[config.mk]
export PLATFORM = sky130hd
export DESIGN_NAME = mem_fu_sequencer
export DESIGN_NICKNAME = d
export VERILOG_FILES = /design/src/rtl/mem_fu_sequencer_pkg.sv /design/src/rtl/mem_fu_sequencer_ls_data_align.sv /design/src/rtl/mem_fu_sequencer.sv
export SDC_FILE = /design/constraint.sdc
export NUM_CORES = 1
export LEC_CHECK = 0
export CORE_UTILIZATION = 47
export CTS_BUF_LIST = sky130_fd_sc_hd__clkbuf_2 sky130_fd_sc_hd__clkbuf_4 sky130_fd_sc_hd__clkbuf_8
export DETAILED_ROUTE_END_ITERATION = 6
export PLACE_DENSITY = 0.84
export SLEW_MARGIN = 10
export SYNTH_ARGS = -nofsm -noshare
export SYNTH_HDL_FRONTEND = slang
export SYNTH_SLANG_ARGS = --single-unit
[constraint.sdc]
create_clock -name clk -period 3.5 [get_ports clk]
set_input_delay 0.35 -clock clk [delete_from_list [all_inputs] [get_ports clk]]
set_output_delay 0.35 -clock clk [all_outputs]
set_load 0.05 [all_outputs]
[src/rtl/mem_fu_sequencer_pkg.sv]
// Shared RV32I types for the load/store path: reservation entry, CDB payload,
// memory-sequencer states and load/store funct3 encodings.
package rv32i_types;

  localparam int unsigned DATA_WIDTH = 32;
  localparam int unsigned PR_WIDTH   = 6;
  localparam int unsigned ROB_WIDTH  = 4;
  localparam int unsigned AR_WIDTH   = 5;

  // Load funct3 encodings
  localparam logic [2:0] LB  = 3'b000;
  localparam logic [2:0] LH  = 3'b001;
  localparam logic [2:0] LW  = 3'b010;
  localparam logic [2:0] LBU = 3'b100;
  localparam logic [2:0] LHU = 3'b101;
  // Store funct3 encodings
  localparam logic [2:0] SB  = 3'b000;
  localparam logic [2:0] SH  = 3'b001;
  localparam logic [2:0] SW  = 3'b010;

  typedef enum logic [1:0] {
    StIdle,
    StAccess,
    StDone,
    StDrain
  } mem_seq_state_t;

  typedef struct packed {
    logic                  ls_valid;
    logic                  is_store;
    logic [2:0]            funct3;
    logic [PR_WIDTH-1:0]   addr;      // physical source holding the base address
    logic [PR_WIDTH-1:0]   data;      // physical source holding store data
    logic [DATA_WIDTH-1:0] offset;
    logic [PR_WIDTH-1:0]   pDest;
    logic [AR_WIDTH-1:0]   archDest;
    logic [ROB_WIDTH-1:0]  rob_idx;
  } loadStoreReservationEntry_t;

  typedef struct packed {
    logic                  cdb_valid;
    logic [PR_WIDTH-1:0]   phys_reg;
    logic [AR_WIDTH-1:0]   arch_reg;
    logic [ROB_WIDTH-1:0]  rob_idx;
    logic [DATA_WIDTH-1:0] data;
  } cdb_t;

endpackage

[src/rtl/mem_fu_sequencer_ls_data_align.sv]
// Byte-lane alignment for loads/stores: masks, shifted store data,
// extended load data and misalignment detection. Purely combinational.
module ls_data_align
  import rv32i_types::*;
#(
  parameter int unsigned XLEN = 32
) (
  input  logic [2:0]      funct3,
  input  logic            is_store,
  input  logic [1:0]      b,
  input  logic [XLEN-1:0] rs2_val,
  input  logic [XLEN-1:0] rdata,
  output logic [3:0]      rmask,
  output logic [3:0]      wmask,
  output logic [XLEN-1:0] wdata,
  output logic [XLEN-1:0] load_data,
  output logic            misalign
);

  logic [3:0]      mask;
  logic [XLEN-1:0] shifted;

  // Size decode (funct3[1:0]) to byte enables and alignment check
  always_comb begin
    mask     = 4'b1111;
    misalign = 1'b0;
    unique case (funct3[1:0])
      2'b00: mask = 4'b0001 << b;
      2'b01: begin
        mask     = 4'b0011 << b;
        misalign = b[0];
      end
      default: begin
        mask     = 4'b1111;
        misalign = (b != 2'b00);
      end
    endcase
  end

  assign rmask   = is_store ? 4'b0000 : mask;
  assign wmask   = is_store ? mask : 4'b0000;
  assign wdata   = rs2_val << {b, 3'b000};
  assign shifted = rdata >> {b, 3'b000};

  // Sign/zero extension of the lane-shifted read data
  always_comb begin
    load_data = shifted;
    unique case (funct3)
      LB:      load_data = {{(XLEN-8){shifted[7]}}, shifted[7:0]};
      LH:      load_data = {{(XLEN-16){shifted[15]}}, shifted[15:0]};
      LBU:     load_data = {{(XLEN-8){1'b0}}, shifted[7:0]};
      LHU:     load_data = {{(XLEN-16){1'b0}}, shifted[15:0]};
      default: load_data = shifted;
    endcase
  end

endmodule

[src/rtl/mem_fu_sequencer.sv]
// Memory FU sequencer: one outstanding dmem access, CDB broadcast for loads,
// store completion pulse for stores, flush-aware draining.
module mem_fu_sequencer
  import rv32i_types::*;
#(
  parameter int unsigned XLEN = 32
) (
  input  logic                       clk,
  input  logic                       rst_n,
  input  loadStoreReservationEntry_t issue_entry,
  input  logic [XLEN-1:0]            rs1_val,
  input  logic [XLEN-1:0]            rs2_val,
  input  logic                       flush,
  output logic                       memory_fu_ready,
  output logic [XLEN-1:0]            dmem_addr,
  output logic [3:0]                 dmem_rmask,
  output logic [3:0]                 dmem_wmask,
  output logic [XLEN-1:0]            dmem_wdata,
  input  logic [XLEN-1:0]            dmem_rdata,
  input  logic                       dmem_resp,
  output cdb_t                       cdb_out,
  output logic                       store_done,
  output logic [ROB_WIDTH-1:0]       store_done_rob,
  output logic                       misalign
);

  mem_seq_state_t state_q, state_d;

  logic [XLEN-1:0]      ea_q, rs2_q, rdata_q;
  logic [2:0]           funct3_q;
  logic                 is_store_q, misalign_q;
  logic [PR_WIDTH-1:0]  pdest_q;
  logic [AR_WIDTH-1:0]  arch_q;
  logic [ROB_WIDTH-1:0] rob_q;

  logic [XLEN-1:0] ea_issue;
  logic            in_idle, req_active, accept, capture_rdata;
  logic [2:0]      al_funct3;
  logic            al_is_store, al_misalign;
  logic [1:0]      al_b;
  logic [XLEN-1:0] al_rs2, al_wdata, al_load_data;
  logic [3:0]      al_rmask, al_wmask;

  // Register-file source tags are consumed upstream by the regfile read
  logic unused_src_tags;
  assign unused_src_tags = ^{issue_entry.addr, issue_entry.data};

  assign ea_issue   = rs1_val + issue_entry.offset;
  assign in_idle    = (state_q == StIdle);
  assign req_active = (state_q == StAccess) || (state_q == StDrain);
  assign accept     = in_idle && issue_entry.ls_valid && !flush;
  assign capture_rdata = (state_q == StAccess) && dmem_resp && !flush;

  // Aligner sees the live issue in IDLE (for misalign detection) and the latched entry otherwise
  assign al_funct3   = in_idle ? issue_entry.funct3   : funct3_q;
  assign al_is_store = in_idle ? issue_entry.is_store : is_store_q;
  assign al_b        = in_idle ? ea_issue[1:0]        : ea_q[1:0];
  assign al_rs2      = in_idle ? rs2_val              : rs2_q;

  ls_data_align #(
    .XLEN(XLEN)
  ) u_align (
    .funct3    (al_funct3),
    .is_store  (al_is_store),
    .b         (al_b),
    .rs2_val   (al_rs2),
    .rdata     (rdata_q),
    .rmask     (al_rmask),
    .wmask     (al_wmask),
    .wdata     (al_wdata),
    .load_data (al_load_data),
    .misalign  (al_misalign)
  );

  // Next-state logic
  always_comb begin
    state_d = state_q;
    unique case (state_q)
      StIdle:   if (accept) state_d = al_misalign ? StDone : StAccess;
      StAccess: begin
        if (flush)          state_d = dmem_resp ? StIdle : StDrain;
        else if (dmem_resp) state_d = StDone;
      end
      StDone:   state_d = StIdle;
      StDrain:  if (dmem_resp) state_d = StIdle;
      default:  state_d = StIdle;
    endcase
  end

  // State register
  always_ff @(posedge clk or negedge rst_n) begin
    if (!rst_n) state_q <= StIdle;
    else        state_q <= state_d;
  end

  // Latch the issued entry on accept and the read data on a live response
  always_ff @(posedge clk or negedge rst_n) begin
    if (!rst_n) begin
      ea_q       <= '0;
      rs2_q      <= '0;
      rdata_q    <= '0;
      funct3_q   <= '0;
      is_store_q <= 1'b0;
      misalign_q <= 1'b0;
      pdest_q    <= '0;
      arch_q     <= '0;
      rob_q      <= '0;
    end else if (accept) begin
      ea_q       <= ea_issue;
      rs2_q      <= rs2_val;
      rdata_q    <= '0;
      funct3_q   <= issue_entry.funct3;
      is_store_q <= issue_entry.is_store;
      misalign_q <= al_misalign;
      pdest_q    <= issue_entry.pDest;
      arch_q     <= issue_entry.archDest;
      rob_q      <= issue_entry.rob_idx;
    end else if (capture_rdata) begin
      rdata_q    <= dmem_rdata;
    end
  end

  // Outputs: request only while ACCESS/DRAIN, completion only in DONE without flush
  always_comb begin
    memory_fu_ready = in_idle && !issue_entry.ls_valid && !flush;
    dmem_addr       = req_active ? {ea_q[XLEN-1:2], 2'b00} : '0;
    dmem_rmask      = req_active ? al_rmask : 4'b0000;
    dmem_wmask      = req_active ? al_wmask : 4'b0000;
    dmem_wdata      = req_active ? al_wdata : '0;
    cdb_out         = '0;
    store_done      = 1'b0;
    store_done_rob  = '0;
    misalign        = (state_q == StDone) && misalign_q;
    if ((state_q == StDone) && !flush) begin
      if (is_store_q) begin
        store_done     = 1'b1;
        store_done_rob = rob_q;
      end else begin
        cdb_out.cdb_valid = 1'b1;
        cdb_out.phys_reg  = pdest_q;
        cdb_out.arch_reg  = arch_q;
        cdb_out.rob_idx   = rob_q;
        cdb_out.data      = misalign_q ? '0 : al_load_data;
      end
    end
  end

endmodule

**Word level (Yosys, flattened, before mapping)**

Index checks and enable logic that the tools add are counted.

- Register bits after elaboration: 118
- Input bits: 164
- Output and inout port bits: 127
- Word-level logic and storage cells: 71

- Add/subtract/negate cells: 1
- Equal/unequal tests: 10
- Shift operators: 4
- Multiplexer cells: 29
- Reduce and logical (&&, ||, !) cells: 17

Operator list:

| cell | count |
|---|---|
| two-way mux 32 bit | 6 |
| one-hot mux 32 bit (4 select lines) | 1 |
| two-way mux 48 bit | 2 |
| adder 32 bit | 1 |
| << shifter 32 x 5 -> 32 bit | 1 |
| >> shifter 32 x 5 -> 32 bit | 1 |
| two-way mux 4 bit | 6 |
| two-way mux 2 bit | 7 |
| logical AND 1 bit | 8 |
| one-hot mux 2 bit (4 select lines) | 1 |
| one-hot mux 4 bit (2 select lines) | 1 |
| == test 3 bit, second input constant | 2 |
| == test 2 x 1 -> 1 bit, second input constant | 2 |
| == test 2 bit, second input constant | 2 |
| zero test 2 bit | 2 |
| nonzero test 2 bit | 2 |
| << shifter 1 x 2 -> 4 bit, first input constant | 1 |
| << shifter 2 x 2 -> 4 bit, first input constant | 1 |
| == test 3 x 1 -> 1 bit, second input constant | 1 |
| zero test 3 bit | 1 |
| two-way mux 1 bit | 3 |
| two-way mux 3 bit | 1 |
| != test 3 bit, second input constant | 1 |
| AND reduction 3 bit | 1 |
| 5 further kinds | 6 |

**Logic depth before layout (Yosys ltp)**

Gate-level depths: netlist of the first run.

- Depth after elaboration: 7
- Mapped depth: 10
- Gate-level depth less buffers: 10

**By module**

From an unflattened synthesis of the first run, not the netlist that was laid out.

- Cells, all modules: 1,166
- Area total of the unflattened synthesis: 9,083.7 sq um

Modules (own cells, without submodules):

| module | times used | cells each | area each (sq um) | seq. area each (sq um) |
|---|---|---|---|---|
| mem_fu_sequencer | 1 | 942 | 7,739.9 | 2,952.8 |
| ls_data_align | 1 | 224 | 1,343.8 | 0.0 |

**Worst setup path after synthesis of the first run**

Ideal clock, no wire load.

- Path type: in2out
- From: input port issue_entry[15] in the netlist's numbering
- To: output port cdb_out[3] in the netlist's numbering
- Arrival time: 3.333 ns
- Data required time: 3.150 ns
- Path slack: -0.183 ns
- Stages on the path: 7
- Path buffers: 2
- Cell sequence: ha_1 > fa_1 > mux2i_4 > clkbuf_1 > clkbuf_1 > nor2_1 > a211oi_1

RTL lines:

| element | RTL line | text |
|---|---|---|
| start: declaration | mem_fu_sequencer.sv:10 | `input loadStoreReservationEntry_t issue_entry,` |
| end: declaration | mem_fu_sequencer.sv:21 | `output cdb_t cdb_out,` |

==> metrics.txt, run 1 <==
most used routing layer=met2; met2 Track Usage GR=52.4%; antenna violations before repair=0; Netlist cell types=60; yosys warns=0; commonest register cell after synthesis=dfrtp_1; fin crit share=97.0%; simple logic cell fraction of the synthesized area=30.8%; Routed Antenna Nets=0; wire per inst=17.0 um; largest family of logic cells by synthesized area=simple AND/OR/NAND/NOR gates; drt pass-1 iters=6; Core Area=16,600 um^2; Fmax=0.295 GHz; slew margin rel.=41.3%; crit end category=output pin; pre-CTS WS=-1.08 ps; Slowest-stage cell, CP=fa_2; multiplexer share of the synthesized area=4.40%; RSZ-0062 raised after global routing=false; max cap viols=0; failing checks=hold timing; initial DRC count=600; # clock sinks=118; reg2reg start=state_q[1]; flop-to-flop setup slack=1090 ps; Mapped Avg Cell Area=7.59 um^2; post-layout min period=3390 ps; hold slack=-1.52 ps; hold buffer count at cts=0; worst hold path class=in -> async; Die X=133 um; Starting Density=48.2%; setup violators final=0; largest net degree at the start of global routing=132; share of layout cells above drive strength 1=13.6%; Setup TNS Final=0 ps; required time of the critical path=3150 ps; global routing usage on met3=6.48%; clk root buf=clkbuf_8; vias in the first global route=8,368; critical path class=in -> out; DRC violations left=0; grt total ovfl=0; die area=17,600 um^2; worst vdd ir=0.367 mV; Die H=133 um; WP buf/inv=3; deepest clock path buffer count=2; peak fanout along the critical path=8; GPL Wtd Cong=0.974; Top Ports=291; Final Power=8.14 mW; Diodes inserted=0; CP Cell Sequence=clkdlybuf4s50_1 > ha_2 > fa_2 > mux2i_4 > nor2_1 > a31oi_4 > nand4_4 > buf_4 > a21oi_1 > buf_12; family with the most delay on the worst path=buffers and inverters; Routed Wire Length=26.3 mm; asr flop ratio synth=100%; GRT Util Overall=30.1%; clk_skew=11.5 ps; post-synthesis xor/xnor area fraction=3.17%; met1 usage=35.3%; mapped cell area=8010 um^2; Num CTS Buffers=17; status=finished with violations; vias per cell=5.53; global-route wire length before repair=42.2 mm; clock slew at the register clock pins of the worst setup and hold paths=80 ps; CTS tree=done; Slew Viols, Final=0; cells after synthesis=1,056; Worst EP arrival=3040 ps; R2R cell count=9; register area share after synthesis=36.8%; via count=8,569; Slew @ Worst Pin=880 ps; reg2reg end=state_q[1]; fin worst setup slack=105 ps; DP HPWL=19.4 mm; instance count on the critical path=10; row count=47; H-tree levels=4; clock latency on the worst-skew pair=460 ps; Synth Register Bits=118; area added between synthesis and finish=50.5%; Leak=5.58 nW; CP Launch Type=primary input; peak per-stage delay on the critical path=500 ps; IO buf count=276; post-synthesis compound-gate area fraction=16.0%; Synth Area in Adders=5.09%; hold violation total from the final report=6; pwr/cell area=675 nW/um^2; number of synthesized flops with an enable pin=0; count of nets after finishing=1,513
[layout by cell type (no fill, tap or decap), types with 3 or more instances in the layout]
| master | count |
|---|---|
| nand2_1 | 373 |
| clkdlybuf4s50_1 | 202 |
| dfrtp_1 | 117 |
| a21oi_1 | 81 |
| buf_12 | 62 |
| and2_1 | 59 |
| o21ai_0 | 52 |
| nor2_1 | 48 |
| buf_4 | 40 |
| ha_1 | 30 |
| mux2i_1 | 26 |
| nand3_1 | 26 |
| nor2_2 | 17 |
| a21o_1 | 17 |
| xnor2_1 | 17 |
| clkbuf_8 | 17 |
| xor2_1 | 12 |
| nor2b_1 | 11 |
| inv_1 | 9 |
| o211a_1 | 8 |
| and3_1 | 7 |
| nor3_1 | 7 |
| clkinvlp_4 | 7 |
| a211oi_1 | 6 |
| nand2b_1 | 5 |
| a211oi_2 | 5 |
| o211ai_1 | 5 |
| inv_6 | 5 |
| a31oi_1 | 4 |
| o21bai_1 | 4 |
| nand4_1 | 3 |
[report_power, final]
group          switching [mW]  internal [mW]
Sequential              0.486           1.97
Combinational            2.76           1.76
Clock                   0.657          0.501
Total                    3.91           4.23
[worst reg2reg max path, delay by kind of cell, from the launching register on]
family / cells / cell delay, ps
AOI/OAI and AO/OA: 3 / 420
buffers and inverters: 1 / 320
DFF: 1 / 520
muxes: 1 / 230
and+or+nand+nor: 4 / 790
[cells in the mapped netlist, drive strengths merged (3+ instances only)]
| cell | number | area (um^2) |
|---|---|---|
| mux2i | 29 | 315 |
| nand3 | 26 | 130 |
| nor2 | 66 | 267 |
| o21bai | 5 | 41.3 |
| a211oi | 11 | 87.6 |
| clkbuf | 56 | 210 |
| mux2 | 3 | 37.5 |
| nor2b | 11 | 68.8 |
| and3 | 7 | 43.8 |
| a21oi | 81 | 405 |
| xnor2 | 17 | 149 |
| nor3 | 8 | 40.0 |
| nand2 | 373 | 1400 |
| nor4b | 3 | 26.3 |
| nand2b | 5 | 31.3 |
| a21o | 17 | 128 |
| inv | 9 | 33.8 |
| xor2 | 12 | 105 |
| o211ai | 5 | 37.5 |
| nand4 | 4 | 40.0 |
| a31oi | 5 | 46.3 |
| dfrtp | 118 | 2950 |
| and2 | 59 | 369 |
| buf | 8 | 50.0 |
| ha | 31 | 388 |
| o211a | 8 | 80.1 |
| o21ai | 54 | 270 |
[cell type report]
type,instances,area [um^2]
Clock buffer,17,234
Fill cell,1300,4580
Clock inverter,15,121
Timing Repair Buffer,304,3560
Sequential cell,118,2950
Inverter,9,33.8
Tap cell,220,275
Multi-Input combinational cell,867,4880
[stage by stage]
stage | cells | hold slack [ps] | utilization (%) | cell area (um^2)
finish | 1550 | -1.52 | 72.5 | 12100
detailed placement | 1517 | 462 | 69.9 | 11600
global route | 1550 | 62.3 | 72.5 | 12100
CTS | 1549 | 34.3 | 72.1 | 12000
global placement | 1517 | 449 | 69.9 | 11600
floorplan | 1057 | 54.4 | - | 8040
[metal layers]
metal / wire (um) / up-vias
li1: - / 4050
met2: 13100 / 390
met5: 0 / -
met4: 1100 / 0
met1: 10300 / 4049
met3: 1860 / 80
[worst max-delay path by stage]
stage / slack [ps] / end / from
detailed placement: -1 / cdb_out[23] / issue_entry[15]
global route: 8 / cdb_out[29] / issue_entry[15]
finish: 110 / cdb_out[11] / issue_entry[15]
CTS: 20 / cdb_out[23] / issue_entry[15]
floorplan: 110 / cdb_out[0] / issue_entry[15]
global placement: 110 / cdb_out[31] / issue_entry[15]
[cells by family after synthesis]
logic type / after synthesis
AO/OA/AOI/OAI: 202
AND/OR/NAND/NOR: 569
buffers and inverters: 73
multiplexers: 32
flip-flops: 118
XOR/XNOR: 29
adder cells (fa/ha/maj): 32
other: 1
[sequential cells by signal (all words and copies together) (netlist names)]
signal,flops
ea_q,32
rdata_q,32
rs2_q,32
pdest_q,6
arch_q,5
rob_q,4
funct3_q,3
state_q,2
is_store_q,1
misalign_q,1
[what timing repair did]
action,in CTS,in global routing
cloned,0,1
endpoints found under the setup margin,1,17
resized for setup,1,21
pin swaps,0,1
setup buffers,0,0
(Power assumes the default switching activity.)
==> run 2, diff against run 1 <==
--- a/config.mk
+++ b/config.mk
@@ -5,11 +5,12 @@
 export SDC_FILE = /design/constraint.sdc
 export NUM_CORES = 1
 export LEC_CHECK = 0
-export CORE_UTILIZATION = 47
+export CORE_UTILIZATION = 49
 export CTS_BUF_LIST = sky130_fd_sc_hd__clkbuf_2 sky130_fd_sc_hd__clkbuf_4 sky130_fd_sc_hd__clkbuf_8
 export DETAILED_ROUTE_END_ITERATION = 6
 export PLACE_DENSITY = 0.84
 export SLEW_MARGIN = 10
 export SYNTH_ARGS = -nofsm -noshare
 export SYNTH_HDL_FRONTEND = slang
+export SYNTH_HIERARCHICAL = 1
 export SYNTH_SLANG_ARGS = --single-unit
==> run 2 against run 1 <==
  * The run ends with DRC left
  * Die area is 8.6% higher
  * Synthesized area is 13% higher
  * Non-clock buffer count is 18 higher
  * Routed wire length is 10% higher
  * Largest cell class unchanged
  * Clock power is 9% higher
  * Highest routed layer unchanged
  * Critical endpoint is now cdb_out[29]
==> metrics.txt, run 2 <==
Worst EP arrival=3090 ps (+50 ps); Die X=138 um (+4.2%); Diodes inserted=0 (unchanged); share of layout cells above drive strength 1=15.7% (+2.1 points); Routed Antenna Nets=0 (unchanged); required time of the critical path=3150 ps (about the same); clk root buf=clkbuf_8; GRT Util Overall=29.8% (-0.34 points); antenna violations before repair=0 (unchanged); status=finished with violations; largest area contributor in the netlist=dfrtp_1; vias per cell=5.60 (+1.3%); hold violation total from the final report=0 (-6); clock latency on the worst-skew pair=450 ps (about the same); GPL Wtd Cong=0.917 (-5.8%); failing checks=DRC; Crit path top cell by count=buf_4; Mapped Avg Cell Area=7.79 um^2 (+2.7%); Slowest-stage cell, CP=clkdlybuf4s50_1; DRC violations left=37 (+37); commonest non-fill, non-tap cell in the layout=nand2_1; # clock sinks=118 (unchanged); pre-CTS WS=-341 ps (-340 ps); Multi-input gate area=5770 um^2 (+18%); vias in the first global route=8,816 (+5.4%); Die H=138 um (+4.2%); Top Ports=291 (unchanged); Non-Filler Instances=1,666 (+7.5%); cells after synthesis=1,166 (+10%); worst hold path class=in -> reg; peak fanout along the critical path=8 (unchanged); WP buf/inv=6 (+3); IO buf count=276 (unchanged); via count=9,328 (+8.9%); largest net degree at the start of global routing=84 (-36%); fin worst setup slack=55.3 ps (-50.0 ps); wire per inst=17.4 um (+2.3%); placed cells=1,617 (+6.6%); commonest register cell after synthesis=dfrtp_1; die area=19,100 um^2 (+8.6%); FILL cells=1,408 (+8.3%); peak per-stage delay on the critical path=500 ps (about the same); critical path class=in -> out; post-layout min period=3440 ps (+50.0 ps); asr flop ratio synth=100% (unchanged); top cells by count, synth=321 x nand2_1, 138 x and2_1, 118 x dfrtp_1; clk_skew=13.3 ps (+1.77 ps); Routed Wire Length=29.0 mm (+10%); area added between synthesis and finish=42.6%; fin crit share=98.4% (+1.4 points); max cap viols=0 (unchanged); deepest clock path buffer count=2 (unchanged); Num CTS Buffers=17 (unchanged); DP HPWL=21.0 mm (+7.9%); hold slack=355 ps (+357 ps); crit end category=output pin; setup violators final=0 (unchanged); slew margin rel.=50.7% (+9.4 points); top flop regs=ea_q x32, rdata_q x32, rs2_q x32; initial DRC count=632 (+5.3%); RSZ-0062 raised after global routing=true; CTS tree=done; Slew @ Worst Pin=730 ps (-150 ps); pwr/cell area=776 nW/um^2 (+15%); largest cells by area after synthesis=dfrtp_1 33%, nand2_1 13%, and2_1 9.5%; drt pass-1 iters=7 (+1); most frequent cells in the layout=320 x nand2_1, 200 x clkdlybuf4s50_1, 135 x and2_1; Starting Density=50.2% (+2.1 points); Synth top area share=32.5% (-4.3 points); Leak=5.93 nW (+6.2%); most common cell in the netlist=nand2_1; grt total ovfl=0 (unchanged); Synth Register Bits=118 (unchanged); row count=49 (+4.3%); Slew Viols, Final=0 (unchanged); Netlist cell types=67 (+12%); mapped cell area=9080 um^2 (+13%); storage element area=2960 um^2 (about the same); count of nets after finishing=1,620 (+7.1%); CP Launch Type=primary input; clock slew at the register clock pins of the worst setup and hold paths=70 ps (about the same); register area share after synthesis=32.5% (-4.3 points); global-route wire length before repair=45.0 mm (+6.6%); flop-to-flop setup slack=1030 ps (-60 ps); worst vdd ir=0.438 mV (+19%); CP Cell Sequence=clkdlybuf4s50_1 > fa_1 > mux2_4 > mux2i_4 > buf_6 > nor4_4 > buf_4 > buf_4 > a211oi_4 > buf_12 > nand2_1 > and2_1 > buf_4; family with the most delay on the worst path=buffers and inverters; Fmax=0.290 GHz (-1.5%); H-tree levels=4 (unchanged); Setup TNS Final=0 ps (unchanged); yosys warns=6 (+6); number of synthesized flops with an enable pin=0 (unchanged); Core Area=18,100 um^2 (+8.7%)
[run 2: cell type report]
type | instances | area share (%)
multi-input cells | 960 | 44.5
repair buffers | 322 | 27.3
flip-flops and latches | 118 | 22.8
well taps | 229 | 2.21
clock buffers | 20 | 2.03
clock inverters | 12 | 0.995
inverters | 5 | 0.145
[run 2: cell families (layout without fill, tap and decap cells)]
group / count (synthesis) / in the layout / share of synthesized area [%]
AOI/OAI and AO/OA: 203 / 204 / 13.7
xor gates and xnor gates: 25 / 25 / 2.41
other: 1 / 2 / 0.0413
DFF: 118 / 118 / 32.5
muxes: 73 / 73 / 8.82
buffers and inverters: 90 / 359 / 5.40
adders and majority gates: 32 / 32 / 4.49
and+or+nand+nor: 624 / 624 / 32.7
[run 2: power breakdown]
group          switching, mW  leakage (nW)  total [mW]  internal, mW
clock network          0.597         0.184        1.26         0.663
registers              0.398          1.50        2.36          1.96
logic                   3.75          4.25        6.43          2.69
total                   4.74          5.93        10.1          5.31
[run 2: worst paths after layout]
| path | start | endpoint | cells past startpoint |
|---|---|---|---|
| worst max-delay path | rs1_val[1] | cdb_out[29] | 13 |
| worst min-delay path | rs1_val[0] | ea_q[0] | 4 |
| worst max register to register | state_q[1] | state_q[1] | 9 |
| worst min register to register | pdest_q[5] | pdest_q[5] | 2 |
| max in group asynchronous | rst_n | state_q[1] | 3 |
| min in group asynchronous | rst_n | pdest_q[2] | 2 |
[run 2: layer usage]
layer	global-route usage [%]	wire length [um]	vias to the layer above
li1	-	-	4450
met5	0	0	-
met4	14.6	1130	0
met2	51.2	14300	415
met3	5.09	1860	73
met1	36.2	11700	4390
[run 2: worst register-to-register path, delay by kind of cell, from the launching register on]
kind / cells / cell delay (ps)
compound gates: 2 / 170
simple gates: 5 / 920
flops: 1 / 490
mux: 1 / 490
buf+inv: 1 / 280
[run 2: timing repair]
item | CTS | global route
hold endpoints to repair | 49 | 0
resized for setup | 15 | 13
pin swaps | 8 | 2
endpoints found under the setup margin | 23 | 29
cloned | 1 | 1
setup buffers | 5 | 9
hold buffers | 1 | 0
[run 2: through the flow]
step           total power, mW  util, %  area (um^2)
6_report                  10.1     71.6        12900
5_1_grt                   10.6     71.6        12900
4_1_cts                   9.85     70.8        12800
3_5_place_dp              8.43     67.9        12300
3_3_place_gp              8.26     67.9        12300
2_1_floorplan             6.40        -         9090
==> run 3, diff against run 2 <==
--- a/config.mk
+++ b/config.mk
@@ -9,6 +9,7 @@
 export CTS_BUF_LIST = sky130_fd_sc_hd__clkbuf_2 sky130_fd_sc_hd__clkbuf_4 sky130_fd_sc_hd__clkbuf_8
 export DETAILED_ROUTE_END_ITERATION = 6
 export PLACE_DENSITY = 0.84
+export SETUP_SLACK_MARGIN = 0.15
 export SLEW_MARGIN = 10
 export SYNTH_ARGS = -nofsm -noshare
 export SYNTH_HDL_FRONTEND = slang
==> run 3 against run 2 <==
  * Sequential share of layout area hardly changed
  * Sequential power hardly changed
  * Clock power hardly changed
  * The run still ends with DRC left
  * Setup slack gained 100 ps
  * Total power increased by 0.50%
  * Largest cell class unchanged
  * Largest power group unchanged
  * Non-clock buffer count shrank 2
  * Final area grew 0.15%
==> metrics.txt, run 3 (synthesized netlist as in run 2, its figures left out) <==
status=finished with violations; failing checks=DRC; vias in the first global route=8,825 (+0.10%); global-route wire length before repair=45.2 mm (+0.65%); Routed Wire Length=29.3 mm (+1.1%); pwr/cell area=779 nW/um^2 (+0.35%); Setup TNS Final=0 ps (unchanged); required time of the critical path=3150 ps (about the same); drt pass-1 iters=7 (unchanged); GPL Wtd Cong=0.917 (unchanged); top flop regs=ea_q x32, rdata_q x32, rs2_q x32; Worst EP arrival=2990 ps (-100 ps); post-layout min period=3340 ps (-102 ps); commonest non-fill, non-tap cell in the layout=nand2_1; Die X=138 um (unchanged); H-tree levels=4 (unchanged); CP Launch Type=primary input; met2 Track Usage GR=51.8% (+0.56 points); Fmax=0.299 GHz (+3.0%); most used routing layer=met2; deepest clock path buffer count=2 (unchanged); critical path class=in -> out; Slew Viols, Final=0 (unchanged); Final Core Density=71.7% (+0.11 points); area added between synthesis and finish=42.8%; worst vdd ir=0.417 mV (-4.8%); initial DRC count=679 (+7.4%); peak fanout along the critical path=7 (-1); met1 usage=36.5% (+0.38 points); DP HPWL=21.0 mm (unchanged); Diodes inserted=0 (unchanged); row count=49 (unchanged); max cap viols=0 (unchanged); vias per cell=5.62 (+0.33%); wire per inst=17.6 um (+1.2%); Slew @ Worst Pin=670 ps (-59.9 ps); RSZ-0062 raised after global routing=false; antenna violations before repair=0 (unchanged); slew margin rel.=55.3% (+4.7 points); Leak=5.93 nW (about the same); CTS tree=done; Die H=138 um (unchanged); die area=19,100 um^2 (unchanged); Routed Antenna Nets=0 (unchanged); worst hold path class=in -> reg; clk_skew=15.8 ps (+2.53 ps); IO buf count=276 (unchanged); fin crit share=95.5% (-2.9 points); # clock sinks=118 (unchanged); clock slew at the register clock pins of the worst setup and hold paths=70 ps (about the same); largest net degree at the start of global routing=84 (unchanged); global routing usage on met3=4.99% (-0.10 points); GRT Util Overall=29.9% (+0.17 points); clk root buf=clkbuf_8; setup violators final=0 (unchanged); Core Area=18,100 um^2 (unchanged); Num CTS Buffers=17 (unchanged); crit end category=output pin; via count=9,348 (+0.21%); Starting Density=50.2% (unchanged); most frequent cells in the layout=321 x nand2_1, 199 x clkdlybuf4s50_1, 126 x and2_1; count of nets after finishing=1,618 (-0.12%); share of layout cells above drive strength 1=16.3% (+0.58 points); DRC violations left=36 (-2.7%); clock latency on the worst-skew pair=450 ps (about the same); Top Ports=291 (unchanged); grt total ovfl=0 (unchanged); hold violation total from the final report=0 (unchanged)
==> run 3: cell count changes in the layout (fill, tap and decap cells not counted), sizes merged <==
cell | before | now
buf | 117 | 116
dlygate4sd2 | 0 | 3
clkdlybuf4s50 | 200 | 199
dlymetal6s2s | 3 | 1
clkbuf | 21 | 20
==> run 3: critical path: stages <==
cell,delay (ps)
dlygate4sd2_1,240
ha_2,190
fa_1,540
mux2_4,240
mux2i_4,300
nor3_4,90
or4_4,580
and2_4,180
and2_4,130
buf_12,140
==> run 3: through the flow <==
step / power [mW] / worst slack (ps) / cell area [um^2] / instances / hold slack (ps)
global placement: 8.26 / -228 / 12300 / 1617 / 426
detailed placement: 8.43 / -341 / 12300 / 1617 / 424
floorplan: 6.40 / 316 / 9090 / 1167 / 54.4
CTS: 9.95 / 144 / 12900 / 1657 / 402
finish: 10.1 / 157 / 13000 / 1664 / 429
global route: 10.7 / 109 / 13000 / 1664 / 421
==> run 3: metal layers <==
| layer | share of wire [%] | wire length (um) |
|---|---|---|
| met1 | 40 | 11600 |
| met2 | 50 | 14500 |
| met3 | 6.7 | 1950 |
| met4 | 4.1 | 1200 |
| met5 | 0 | 0 |
==> run 3: what timing repair did <==
action | in CTS | in global routing
hold buffers | 1 | 0
endpoints found under the hold margin | 49 | 0
resized for setup | 31 | 11
setup buffers | 6 | 7
cloned | 1 | 0
endpoints found under the setup margin | 41 | 32
pin swaps | 13 | 5
==> run 3: power by group <==
| part | switching [mW] | leakage (nW) | internal (mW) |
|---|---|---|---|
| clock | 0.595 | 0.184 | 0.663 |
| sequential | 0.389 | 1.50 | 1.96 |
| combinational | 3.79 | 4.25 | 2.70 |
| total | 4.78 | 5.93 | 5.33 |
==> run 3: area by class of cell <==
class                           count  area [um^2]
Multi-Input combinational cell    960         5810
Clock inverter                     12          129
Tap cell                          229          287
Inverter                            5         18.8
Timing Repair Buffer              320         3510
Sequential cell                   118         2960
Fill cell                        1395         5120
Clock buffer                       20          263
==> run 3: final timing paths <==
kind,start,end,slack [ps],cells after the start
worst max-delay path,rs1_val[0],cdb_out[13],160,10
worst min-delay path,dmem_rdata[31],rdata_q[31],430,3
worst max register to register,state_q[1],state_q[1],1210,10
worst min register to register,pdest_q[3],pdest_q[3],470,2
max in group asynchronous,rst_n,state_q[1],2180,3
min in group asynchronous,rst_n,pdest_q[2],470,2
==> edit 1: new RTL, config.mk and constraints of run 2 <==
Reset style: synchronous (`rst_n`), changed in 2 clocked blocks.
--- a/src/rtl/mem_fu_sequencer.sv
+++ b/src/rtl/mem_fu_sequencer.sv
@@ -89,5 +89,5 @@
 
   // State register
-  always_ff @(posedge clk or negedge rst_n) begin
+  always_ff @(posedge clk) begin
     if (!rst_n) state_q <= StIdle;
     else        state_q <= state_d;
@@ -95,5 +95,5 @@
 
   // Latch the issued entry on accept and the read data on a live response
-  always_ff @(posedge clk or negedge rst_n) begin
+  always_ff @(posedge clk) begin
     if (!rst_n) begin
       ea_q       <= '0;
Function: differs if rst_n is asserted again (counterexample within 4 cycles, from zero or initial values and one cycle with rst_n low); with rst_n held inactive, the same outputs for 10 cycles.
==> edit 1 against run 2 <==
The run still ends with design-rule violations left. Area after synthesis is 4.8% lower. Count of clock-buffer cells in the layout stayed put. Sequential cell count stayed put. Setup slack better by 16 ps. Cell count is 0.78% lower. Final area is 4.9% lower. Routed wire length is 3.5% lower. Critical endpoint is now cdb_out[13].
Power is not compared: it rests on default switching activity, and its combinational part moved more than twofold at a synthesized area within 25%.
==> edit 1: results (changes against run 2) <==
post-placement setup slack=-329 ps (was -341 ps); synth cell count leaders=277 x nand2_1, 144 x and2_1, 118 x dfxtp_1 (was 321 x nand2_1, 138 x and2_1, 118 x dfrtp_1); first-pass GRT wire length=44000 um (was 45000 um); GRT Total Usage=30.8% (was 29.8%); mean number of vias per cell=5.51 (was 5.60); DRC Markers=4 (was 37); number of global-route vias before repair=8613 (was 8816); layout cells sized above 1=15.7% (about the same); initial antenna violation count=2 (was 0); Routed Antenna Nets=0 (unchanged); Clock Tree Buf Depth=2 (unchanged); number of synthesis warnings=6 (unchanged); worst slew pin tran=888 ps (was 730 ps); Clock power frac=29.0%; largest fanout on the critical path=7 (was 8); gpl congestion=0.934 (was 0.917); Worst Hold Class=input port to flip-flop (unchanged); dpl hpwl=20700 um (was 21000 um); Main synth FF type=dfxtp_1 (was dfrtp_1); CP arrival=3080 ps (was 3090 ps); Worst path slowest cell=fa_2 (was clkdlybuf4s50_1); largest net degree at the start of global routing=77 (was 84); Final Net Count=1610 (was 1620); status=finished with violations (unchanged); routed length per placed instance=16.9 um (was 17.4 um); Starting DRT DRC Count=642 (was 632); Syn Inst Count=1169 (was 1166); root buf cell=clkbuf_8 (unchanged); worst clock skew=9.10 ps (was 13.3 ps); Post-synth ARST share=0% (was 100%); count of different cell masters after synthesis=74 (was 67); slowest stage delay, CP=630 ps (was 500 ps); area of placed instances=0.0118 sq mm (was 0.0123 sq mm); top cells by area in the synthesized netlist=dfxtp_1 27%, nand2_1 12%, and2_1 10% (was dfrtp_1 33%, nand2_1 13%, and2_1 9.5%); Finished Layout Cells=1653 (was 1666); register area share after synthesis=27.3% (was 32.5%); failing checks=design-rule violations (unchanged)
[edit 1: cell count changes after synthesis, sizes merged, moves of 7 or more]
cell and delta:
a21boi +55, nand2 -45, dfxtp +118, nand4 -10, and2 +7, a21oi +17
nand3 -27, dfrtp -118
[edit 1: final timing paths]
| kind | from | endpoint | slack, ps | cells past startpoint |
|---|---|---|---|---|
| max | issue_entry[16] | cdb_out[13] | 70 | 9 |
| min | rst_n | rs2_q[24] | 300 | 2 |
| max reg2reg | state_q[0] | ea_q[18] | 940 | 5 |
| min reg2reg | ea_q[20] | ea_q[20] | 450 | 2 |
[edit 1: cells by family after synthesis]
logic type      synth area share [%]
other cells                   0.0434
flops                           27.3
simple gates                    30.5
mux                             9.49
compound gates                  20.8
xor+xnor                        2.53
fa+ha+maj                       4.72
buf+inv                         4.66
[edit 1: layout make-up]
cell class	instances	area, sq um
clock buffers	20	263
fillers	1339	4920
well taps	225	282
inverters	10	37.5
repair buffers	310	3270
flip-flops and latches	118	2360
multi-input cells	957	6000
clock inverters	12	105
diodes	1	2.50
[edit 1: critical path, delay by kind of cell]
| kind | cells | cell delay (ps) |
|---|---|---|
| buffers and inverters | 2 | 600 |
| multiplexers | 2 | 530 |
| adder cells (fa/ha/maj) | 1 | 630 |
| AND/OR/NAND/NOR | 4 | 960 |
[edit 1: timing repair]
action / CTS / global route
pin swaps: 2 / 7
resized for setup: 10 / 15
gates cloned: 0 / 0
buffers inserted: 1 / 2
endpoints found under the setup margin: 28 / 43
[edit 1: per-layer routing]
metal / GRT usage [%] / wire, um / part of all wire, % / up-vias
li1: - / - / - / 4457
met3: 6.46 / 1850 / 6.6 / 78
met4: 14.5 / 1050 / 3.7 / 2
met1: 38.2 / 11700 / 42 / 4156
met2: 50.8 / 13400 / 48 / 412
met5: 0 / 10 / 0.036 / -
==> edit 2: new RTL, config.mk and constraints of run 2 <==
Without the edit above. `PR_WIDTH`: 6 -> 5.
--- a/src/rtl/mem_fu_sequencer_pkg.sv
+++ b/src/rtl/mem_fu_sequencer_pkg.sv
@@ -4,5 +4,5 @@
 
   localparam int unsigned DATA_WIDTH = 32;
-  localparam int unsigned PR_WIDTH   = 6;
+  localparam int unsigned PR_WIDTH   = 5;
   localparam int unsigned ROB_WIDTH  = 4;
   localparam int unsigned AR_WIDTH   = 5;
Ports: changed (resized cdb_out and issue_entry); port bits go from 291 to 287. The function was not compared with the original's and may differ.
==> edit 2 against run 2 <==
The run ends with negative hold slack left. Combinational power down 4.2%. Global-route usage shrank 0.59 points. Power down 1.9%. Cell count fell by 3.2%. Final area decreased by 3.7%. Sequential cell count down 1. Routed wire length is 7.1% lower. Area after synthesis down 3.5%. Clock power up 7%. Worst hold slack worse by 370 ps. Clock skew is 4.2 ps higher. First-iteration DRC count grew 8.1%. Setup slack got worse by 10 ps. Critical path type unchanged. Critical endpoint is now dmem_rmask[2]. Largest cell class unchanged. Largest power group unchanged. Highest routed layer unchanged.
==> edit 2: results (changes against run 2) <==
hold_ws=-12.7 ps (was 355 ps); CLK BUF=19 (was 20); post-placement setup slack=-331 ps (was -341 ps); Seq/total area=23.5% (was 22.8%); Final Hold Viols=3 (was 0); worst clock skew=17.5 ps (was 13.3 ps); Non-CTS buffers=310 (was 322); synthesized area per cell=7.80 sq um (was 7.79 sq um); first-pass GRT wire length=41900 um (was 45000 um); CTS sink count=117 (was 118); Compound-Gate Fraction of Synth Area=15.2% (was 13.7%); largest net degree at the start of global routing=110 (was 84); Post-Synth Adder-Cell Area=4.65% (was 4.49%); Layout area overhead=42.2% (was 42.6%); CP arrival=3110 ps (was 3090 ps); synth cell count leaders=307 x nand2_1, 137 x and2_1, 117 x dfrtp_1 (was 321 x nand2_1, 138 x and2_1, 118 x dfrtp_1); mean number of vias per cell=5.48 (was 5.60); row count=48 (was 49); Fillers=1377 (was 1408); Seq pwr share=23.8% (was 23.5%); area of the multi-input gates=0.00557 sq mm (was 0.00577 sq mm); dpl cells=1572 (was 1617); GRT Total Usage=29.2% (was 29.8%); Port Buffers=274 (was 276); PwrDens=791 mW/mm^2 (was 776 mW/mm^2); drt total wl=26900 um (was 29000 um); clk tree area frac=3.42% (was 3.02%); mux share of post-synthesis cell area=9.39% (was 8.82%); routed length per placed instance=16.7 um (was 17.4 um); failing checks=negative hold slack (was design-rule violations); P_sw=4.62 mW (was 4.74 mW); status=finished with violations (unchanged); VDD IR-drop max=0.594 mV (was 0.438 mV); setup bufs post-CTS=4 (was 5); multi-input gates=923 (was 960); drt first pass iters=5 (was 7); Starting DRT DRC Count=683 (was 632)
edit 2: changes by cell type in the layout (fill, tap and decap cells not counted), sizes merged, moves of 4 or more:
cell | run 2 | this run
buf | 117 | 110
nand4 | 15 | 11
a21o | 11 | 18
nand2 | 322 | 308
clkinvlp | 6 | 1
nand3 | 38 | 6
o21ai | 54 | 86
xnor2 | 9 | 15
a21oi | 72 | 60
edit 2: per-layer routing:
layer,track usage [%],part of all wire (%),vias up
met5,0,0,-
met4,12.5,3.0,0
met3,4.45,6.5,53
met2,48.5,48,413
met1,37.5,42,4087
li1,-,-,4282
edit 2: worst paths after layout:
check / depth (start not counted) / startpoint / endpoint / slack [ps]
setup / recovery: 12 / rs1_val[1] / dmem_rmask[2] / 40
hold / removal: 1 / rst_n / rs2_q[23] / -10
setup reg to reg: 11 / state_q[1] / state_q[1] / 1090
hold reg to reg: 2 / pdest_q[0] / pdest_q[0] / 470
max in group asynchronous: 2 / rst_n / state_q[0] / 2670
min in group clk: 4 / issue_entry[14] / ea_q[0] / 420
